[src/rtl/jedro_1_prefetch.sv]
// jedro_1_prefetch: instruction prefetch unit.
// Fetches sequential words from a single-cycle instruction memory into a
// 2-entry FIFO and presents them to the decoder. It supports redirects
// (jumps/taken branches) from execute, which flush the FIFO and drop any
// response still on its way back from memory.
module jedro_1_prefetch #(
    parameter int unsigned           ADDR_WIDTH = 32,
    parameter int unsigned           DATA_WIDTH = 32,
    parameter logic [ADDR_WIDTH-1:0] BOOT_ADDR  = '0
) (
    input  logic                  clk_i,
    input  logic                  rst_i,
    // instruction memory side
    output logic                  imem_rd_o,
    output logic [ADDR_WIDTH-1:0] imem_addr_o,
    input  logic [DATA_WIDTH-1:0] imem_rdata_i,
    // decoder side
    output logic [DATA_WIDTH-1:0] instr_o,
    output logic [ADDR_WIDTH-1:0] instr_addr_o,
    output logic                  instr_valid_o,
    input  logic                  instr_ready_i,
    // redirect from execute
    input  logic                  jmp_instr_i,
    input  logic [ADDR_WIDTH-1:0] jmp_addr_i
);

    typedef enum logic {
        ST_BOOT = 1'b0,
        ST_RUN  = 1'b1
    } state_t;

    localparam logic [ADDR_WIDTH-1:0] LP_INC   = ADDR_WIDTH'(4);
    localparam logic [ADDR_WIDTH-1:0] LP_ALIGN = ~ADDR_WIDTH'(3);

    state_t                r_state;
    logic [ADDR_WIDTH-1:0] r_pc;

    // Tracker for the request issued last cycle, whose data is on imem_rdata_i now
    logic                  r_inflight;
    logic                  r_discard;
    logic [ADDR_WIDTH-1:0] r_inflight_addr;

    // 2-entry FIFO, entry 0 is always the head (shift-on-pop)
    logic [1:0]            r_count;
    logic [DATA_WIDTH-1:0] r_data0;
    logic [DATA_WIDTH-1:0] r_data1;
    logic [ADDR_WIDTH-1:0] r_addr0;
    logic [ADDR_WIDTH-1:0] r_addr1;

    logic                  w_pop;
    logic                  w_push;
    logic [2:0]            w_occupancy;
    logic                  w_rd;
    logic [ADDR_WIDTH-1:0] w_target;

    assign w_pop    = (r_count != 2'd0) && instr_ready_i;
    // A redirect flushes the FIFO at the end of this cycle, so the arriving
    // response is dropped as well.
    assign w_push   = r_inflight && !r_discard && !jmp_instr_i;
    // Low address bits of the redirect target are forced to zero.
    assign w_target = jmp_addr_i & LP_ALIGN;

    // Slots committed after this cycle: buffered words plus the one returning,
    // minus the one the decoder takes now. Pop implies count >= 1, so no underflow.
    assign w_occupancy = {1'b0, r_count} + {2'b00, r_inflight} - {2'b00, w_pop};

    // Fetch request: always in the boot cycle; in RUN only when the result is
    // guaranteed a FIFO slot and no redirect is being taken.
    always_comb begin
        w_rd = 1'b0;
        if (rst_i) begin
            w_rd = 1'b0;
        end else if (r_state == ST_BOOT) begin
            w_rd = 1'b1;
        end else begin
            w_rd = !jmp_instr_i && (w_occupancy < 3'd2);
        end
    end

    assign imem_rd_o     = w_rd;
    assign imem_addr_o   = r_pc;
    assign instr_valid_o = (r_count != 2'd0);
    assign instr_o       = r_data0;
    assign instr_addr_o  = r_addr0;

    // Boot/run sequencing: one boot cycle after reset, then run forever
    always_ff @(posedge clk_i or posedge rst_i) begin
        if (rst_i) begin
            r_state <= ST_BOOT;
        end else begin
            case (r_state)
                ST_BOOT: r_state <= ST_RUN;
                ST_RUN:  r_state <= ST_RUN;
                default: r_state <= ST_BOOT;
            endcase
        end
    end

    // Program counter: redirect wins, otherwise advance on every issued fetch
    always_ff @(posedge clk_i or posedge rst_i) begin
        if (rst_i) begin
            r_pc <= BOOT_ADDR;
        end else if (jmp_instr_i) begin
            r_pc <= w_target;
        end else if (w_rd) begin
            r_pc <= r_pc + LP_INC;
        end
    end

    // In-flight tracking; a fetch issued alongside a redirect (boot cycle) is dropped
    always_ff @(posedge clk_i or posedge rst_i) begin
        if (rst_i) begin
            r_inflight      <= 1'b0;
            r_discard       <= 1'b0;
            r_inflight_addr <= '0;
        end else begin
            r_inflight <= w_rd;
            r_discard  <= w_rd && jmp_instr_i;
            if (w_rd) begin
                r_inflight_addr <= r_pc;
            end
        end
    end

    // FIFO update: flush on redirect, else push/pop with order preserved
    always_ff @(posedge clk_i or posedge rst_i) begin
        if (rst_i) begin
            r_count <= 2'd0;
            r_data0 <= '0;
            r_data1 <= '0;
            r_addr0 <= '0;
            r_addr1 <= '0;
        end else if (jmp_instr_i) begin
            r_count <= 2'd0;
        end else begin
            case ({w_push, w_pop})
                2'b10: begin
                    if (r_count == 2'd0) begin
                        r_data0 <= imem_rdata_i;
                        r_addr0 <= r_inflight_addr;
                    end else begin
                        r_data1 <= imem_rdata_i;
                        r_addr1 <= r_inflight_addr;
                    end
                    r_count <= r_count + 2'd1;
                end
                2'b01: begin
                    r_data0 <= r_data1;
                    r_addr0 <= r_addr1;
                    r_count <= r_count - 2'd1;
                end
                2'b11: begin
                    if (r_count == 2'd1) begin
                        r_data0 <= imem_rdata_i;
                        r_addr0 <= r_inflight_addr;
                    end else begin
                        r_data0 <= r_data1;
                        r_addr0 <= r_addr1;
                        r_data1 <= imem_rdata_i;
                        r_addr1 <= r_inflight_addr;
                    end
                end
                default: begin
                    r_count <= r_count;
                end
            endcase
        end
    end

endmodule

[config.mk]
export PLATFORM = sky130hd
export DESIGN_NAME = jedro_1_prefetch
export DESIGN_NICKNAME = d
export VERILOG_FILES = /design/src/rtl/jedro_1_prefetch.sv
export SDC_FILE = /design/constraint.sdc
export NUM_CORES = 1
export LEC_CHECK = 0
export ABC_AREA = 1
export CORE_MARGIN = 4
export CORE_UTILIZATION = 53
export DETAILED_ROUTE_END_ITERATION = 8
export GPL_TIMING_DRIVEN = 1
export PLACE_DENSITY = 0.81
export SLEW_MARGIN = 20
export SYNTH_ARGS = -nofsm -noshare
export SYNTH_HDL_FRONTEND = slang
export SYNTH_SLANG_ARGS = --single-unit
[constraint.sdc]
create_clock -name clk_i -period 12.9 [get_ports clk_i]
set_input_delay 3.87 -clock clk_i [delete_from_list [all_inputs] [get_ports clk_i]]
set_output_delay 3.87 -clock clk_i [all_outputs]
set_load 0.01 [all_outputs]
After elaboration in Yosys (flattened, before gate mapping)
Cells that the tools add are included.
W data, S select, Z words.
{"block": "totals", "regBits": 197, "inputBits": 68, "out_inout_bits": 98}
{"block": "classes", "addsub": 5, "n_lt_le_gt_ge": 1, "n_eq_ne": 7, "n_mux": 18, "bitwise_logic": 1, "reduce_logical": 15}
{"cell": "$mux W32", "count": 10}
{"cell": "$pmux W32 S3", "count": 2}
{"cell": "$pmux W32 S2", "count": 2}
{"cell": "$add A32 B3 Y32 const B", "count": 1}
{"cell": "$ne A2 B2 Y1 const B", "count": 3}
{"cell": "$reduce_bool A2 Y1", "count": 3}
{"cell": "$reduce_bool A3 Y1", "count": 2}
{"cell": "$logic_and A1 B1 Y1", "count": 5}
{"cell": "$eq A2 B1 Y1 const B", "count": 2}
{"cell": "$eq A2 B2 Y1 const B", "count": 2}
{"cell": "$pmux W2 S2", "count": 1}
{"cell": "$reduce_and A4 Y1", "count": 1}
{"cell": "$add A2 B1 Y3", "count": 1}
{"cell": "$lt A3 B2 Y1 const B", "count": 1}
{"cell": "$reduce_and A3 Y1", "count": 1}
{"cell": "$sub A3 B1 Y3", "count": 1}
{"cell": "$add A2 B1 Y2 const B", "count": 1}
{"cell": "$logic_not A1 Y1", "count": 2}
{"cell": "$logic_not A2 Y1", "count": 1}
{"cell": "$mux W1", "count": 2}
{"cell": "$mux W2", "count": 1}
{"cell": "$sub A2 B1 Y2 const B", "count": 1}
{"cell": "$not A1 Y1", "count": 1}

Longest topological paths before layout
{"block": "depth", "word_depth": 9, "depth_mapped": 21, "depth_no_buf": 17}

Worst setup path before layout
OpenSTA, ideal clock, no wires.
{"block": "synth_path", "path_type": "input to output", "startpoint": "input rst_i", "endpoint": "output imem_rd_o", "t_arrival_ps": 8695, "t_required_ps": 9030, "path_slack_ps": 335, "stages": 5, "path_cell_list": "inv_1 -> nand2_1 -> buf_4 -> buf_4 -> inv_1"}
{"block": "synth_via", "elab_chain_cells": 1}
{"element": "start, declared", "line_no": "12", "source": "input logic rst_i,"}
{"element": "$mux W1", "line_no": "71", "source": "if (rst_i) begin"}
{"element": "end, declared", "line_no": "14", "source": "output logic imem_rd_o,"}
No other way between the ends.

Final worst setup path
{"block": "layout_path", "startpoint": "input instr_ready_i", "endpoint": "output imem_rd_o"}
{"block": "layout_via", "elab_chain_cells": 6}
{"element": "start, declared", "line_no": "21", "source": "input logic instr_ready_i,"}
{"element": "$logic_and A1 B1 Y1", "line_no": "56", "source": "assign w_pop = (r_count != 2'd0) && instr_ready_i;"}
{"element": "$sub A3 B1 Y3", "line_no": "65", "source": "assign w_occupancy = {1'b0, r_count} + {2'b00, r_inflight} - {2'b00, w_pop};"}
{"element": "$lt A3 B2 Y1", "line_no": "76", "source": "w_rd = !jmp_instr_i && (w_occupancy < 3'd2);"}
{"element": "$logic_and A1 B1 Y1", "line_no": "76"}
{"element": "$mux W1", "line_no": "73", "source": "end else if (r_state == ST_BOOT) begin"}
{"element": "$mux W1", "line_no": "71"}
No other way between the ends.

==> run_results.csv <==
group,metric,value,unit
run_status,status,"finished clean",
floorplan,io_pins,166,
floorplan,initial_utilization,54.2,%
yosys,synthCells,1031,
sta,fin_crit_sh,79.1,%
critical_path,startpoint_type,"primary input",
yosys,synth_area_leaders,"dfrtp_1, nand2_1, nand3_1",
routing,finalWirelength,21.1,mm
layout,drive_gt1_share,5.79,%
flow_run,maxCapViolations,0,
sta,clock_skew,0.00429,ns
yosys,synth-async-reset-ratio,100,%
clocking,clock_path_buffers,2,
placement,place_congestion,0.888,
pwr,powerDensity,207,nW/µm²
layout,multi_input_area,3680,µm²
yosys,netlist_area,8990,µm²
layout,area_growth_syn_to_layout,25.1,%
sta,finalCriticalPeriod,10.20,ns
yosys,seq_area_frac_synth,52.6,%
critical_path,path_buf_inv,4,
routing,detailedRoute.firstPassIterationCount,5,
critical_path,required,9.03,ns
pwr,p_leak,5.05,nW
sta,rsz0062_at_grt,"false",
global_routing,grt_pass1_vias,7019,
global_routing,grt_max_degree,128,
critical_path,crit_path_end_kind,"output port",
layout,seqCellArea,4730,µm²
routing,drc,0,
global_routing,gr-total-overflow,0,
yosys,ys_types,30,
routing,vias_per_cell,5.29,
clocking,cts_num_sinks,189,
layout,n_antenna_cell,0,
placement,io_buffers,159,
layout,n_fill_cell,1384,
global_routing,grt_pass1_wl,35.5,mm
sta,tns,0,ns
clocking,cts-buffers-inserted,17,
yosys,synth_top_area_cell,"dfrtp_1",
clocking,root_buffer,"clkbuf_16",
critical_path,path_max_fanout,4,
layout,layout_commonest_cell,"nand2_1",
critical_path,arrival,6.33,ns
clocking,cts_setup_buffers,0,
floorplan,die_h,138,µm
yosys,synth_edf_count,0,
critical_path,path_cells,"clkdlybuf4s50_1 -> nand2_2 -> nor2_1 -> o21ai_0 -> fa_1 -> inv_1 -> nor2_1 -> nand3_1 -> nand2_1 -> nand2_2 -> inv_1 -> clkdlybuf4s50_1",
routing,drtIter0Drc,399,
critical_path,cp_slowest_cell,"clkdlybuf4s50_1",
pwr,vdd_drop_max,0.000121,V
clocking,cts_repair_resize_count,0,
floorplan,fp.dieW,138,µm
clocking,postCtsHoldBufs,0,
routing,wl_per_cell,15.2,µm
min_path,hp-class,"flip-flop to flip-flop",
sta,hold_violations,0,
layout,final_core_util,67.8,%
layout,nNetsFinal,1233,
floorplan,die_area,19100,µm²
routing,vias,7376,
sta,clock.fmax,98.1,MHz
clocking,htreeDepth,4,
yosys,synth_seq_cells,189,
global_routing,antenna_found_initial,0,
clocking,clkTransAtPathRegs,0.06,ns
sta,finalSetupViolations,0,
sta,worst_pin_slew,0.877,ns
floorplan,core,16600,µm²
placement,place_hpwl,14.0,mm
yosys,synth_top_area_share,52.6,%
critical_path,slowest_delay,0.54,ns
sta,relSlewSlack,41.5,%
critical_path,path_delay_family,"buffers and inverters",
yosys,ys.warnings.count,0,
clocking,clk_latency,0.43,ns
yosys,ys.flop_type,"dfrtp_1",
yosys,synth.avg_cell_area,8.72,µm²
floorplan,fp-row-count,47,
global_routing,grt_use_total,22.4,%
critical_path,crit_type,"primary input to output port",
routing,drtAntennaViolNets,0,
clocking,tritoncts,"done",
sta,finalMaxSlewViolations,0,
layout,final_cell_mix,"nand2_1, dfrtp_1, clkdlybuf4s50_1",
==> report_power, final <==
group | internal (mW) | switching [mW]
clock network | 0.298 | 0.221
logic | 0.411 | 0.394
registers | 0.840 | 0.161
total | 1.55 | 0.776
==> per-layer routing <==
| metal | track usage (%) | wire length, µm | vias up |
|---|---|---|---|
| li1 | - | - | 3654 |
| met1 | 32.4 | 9890 | 3485 |
| met2 | 34.8 | 9880 | 213 |
| met3 | 4.01 | 1050 | 24 |
| met4 | 6.60 | 321 | 0 |
| met5 | 0 | 0 | - |
==> kinds of logic (layout without fill, tap and decap cells) <==
| family | Yosys count | in the layout | share of synthesized area [%] |
|---|---|---|---|
| compound gates | 114 | 114 | 7.35 |
| xor+xnor | 2 | 2 | 0.195 |
| fa+ha+maj | 4 | 4 | 0.640 |
| buf+inv | 130 | 270 | 6.63 |
| flops | 189 | 189 | 52.6 |
| mux | 61 | 61 | 7.64 |
| other cells | 2 | 5 | 0.0836 |
| simple gates | 529 | 529 | 24.8 |
==> metrics by stage <==
stage	worst slack [ns]	cell area, µm²	power, mW	cells	hold WS (ns)
after floorplan	0.335	9000	1.44	1034	0.454
after global placement	2.79	10600	1.78	1360	0.469
after detailed placement	2.71	10600	1.82	1362	0.482
after CTS	2.70	11200	2.35	1394	0.497
after global routing	2.49	11200	2.48	1394	0.500
final	2.70	11200	2.33	1394	0.493
==> flip-flops by register name (all words and copies together), names as in the netlist <==
signal / cells
instr_addr_o: 30
r_inflight: 1
r_state: 1
r_discard: 1
r_data1: 32
r_addr1: 30
instr_o: 32
r_inflight_addr: 30
r_count: 2
imem_addr_o: 30
==> cell type report <==
type                    instances  area share [%]
flip-flops and latches        189            42.1
clock inverters                 7           0.701
well taps                     220            2.45
multi-input cells             715            32.7
repair buffers                169            15.1
clock buffers                  25            4.59
inverters                      69            2.37
==> cells in the mapped netlist (3+ instances only) <==
library cell  instances
nand2_1             271
dfrtp_1             189
nand3_1             134
nor2_1              104
inv_1                64
a31oi_1              62
mux2_1               58
o21ai_0              41
buf_2                38
buf_4                14
o21ai_1               8
clkbuf_1              7
nand2_2               6
inv_2                 5
nor2_4                5
nor2_2                4
ha_1                  3
mux2_2                3
==> final timing paths <==
path / start / to / slack (ns) / depth (start not counted)
setup / recovery: instr_ready_i / imem_rd_o / 2.70 / 12
hold / removal: r_addr1[14] / r_addr1[14] / 0.49 / 1
setup reg to reg: r_count[0] / imem_addr_o[30] / 9.49 / 16
hold reg to reg: r_addr1[14] / r_addr1[14] / 0.49 / 1
max in group asynchronous: rst_i / instr_addr_o[5] / 7.48 / 3
min in group asynchronous: rst_i / r_data1[26] / 4.02 / 2
Power figures use the tool's default switching activity.
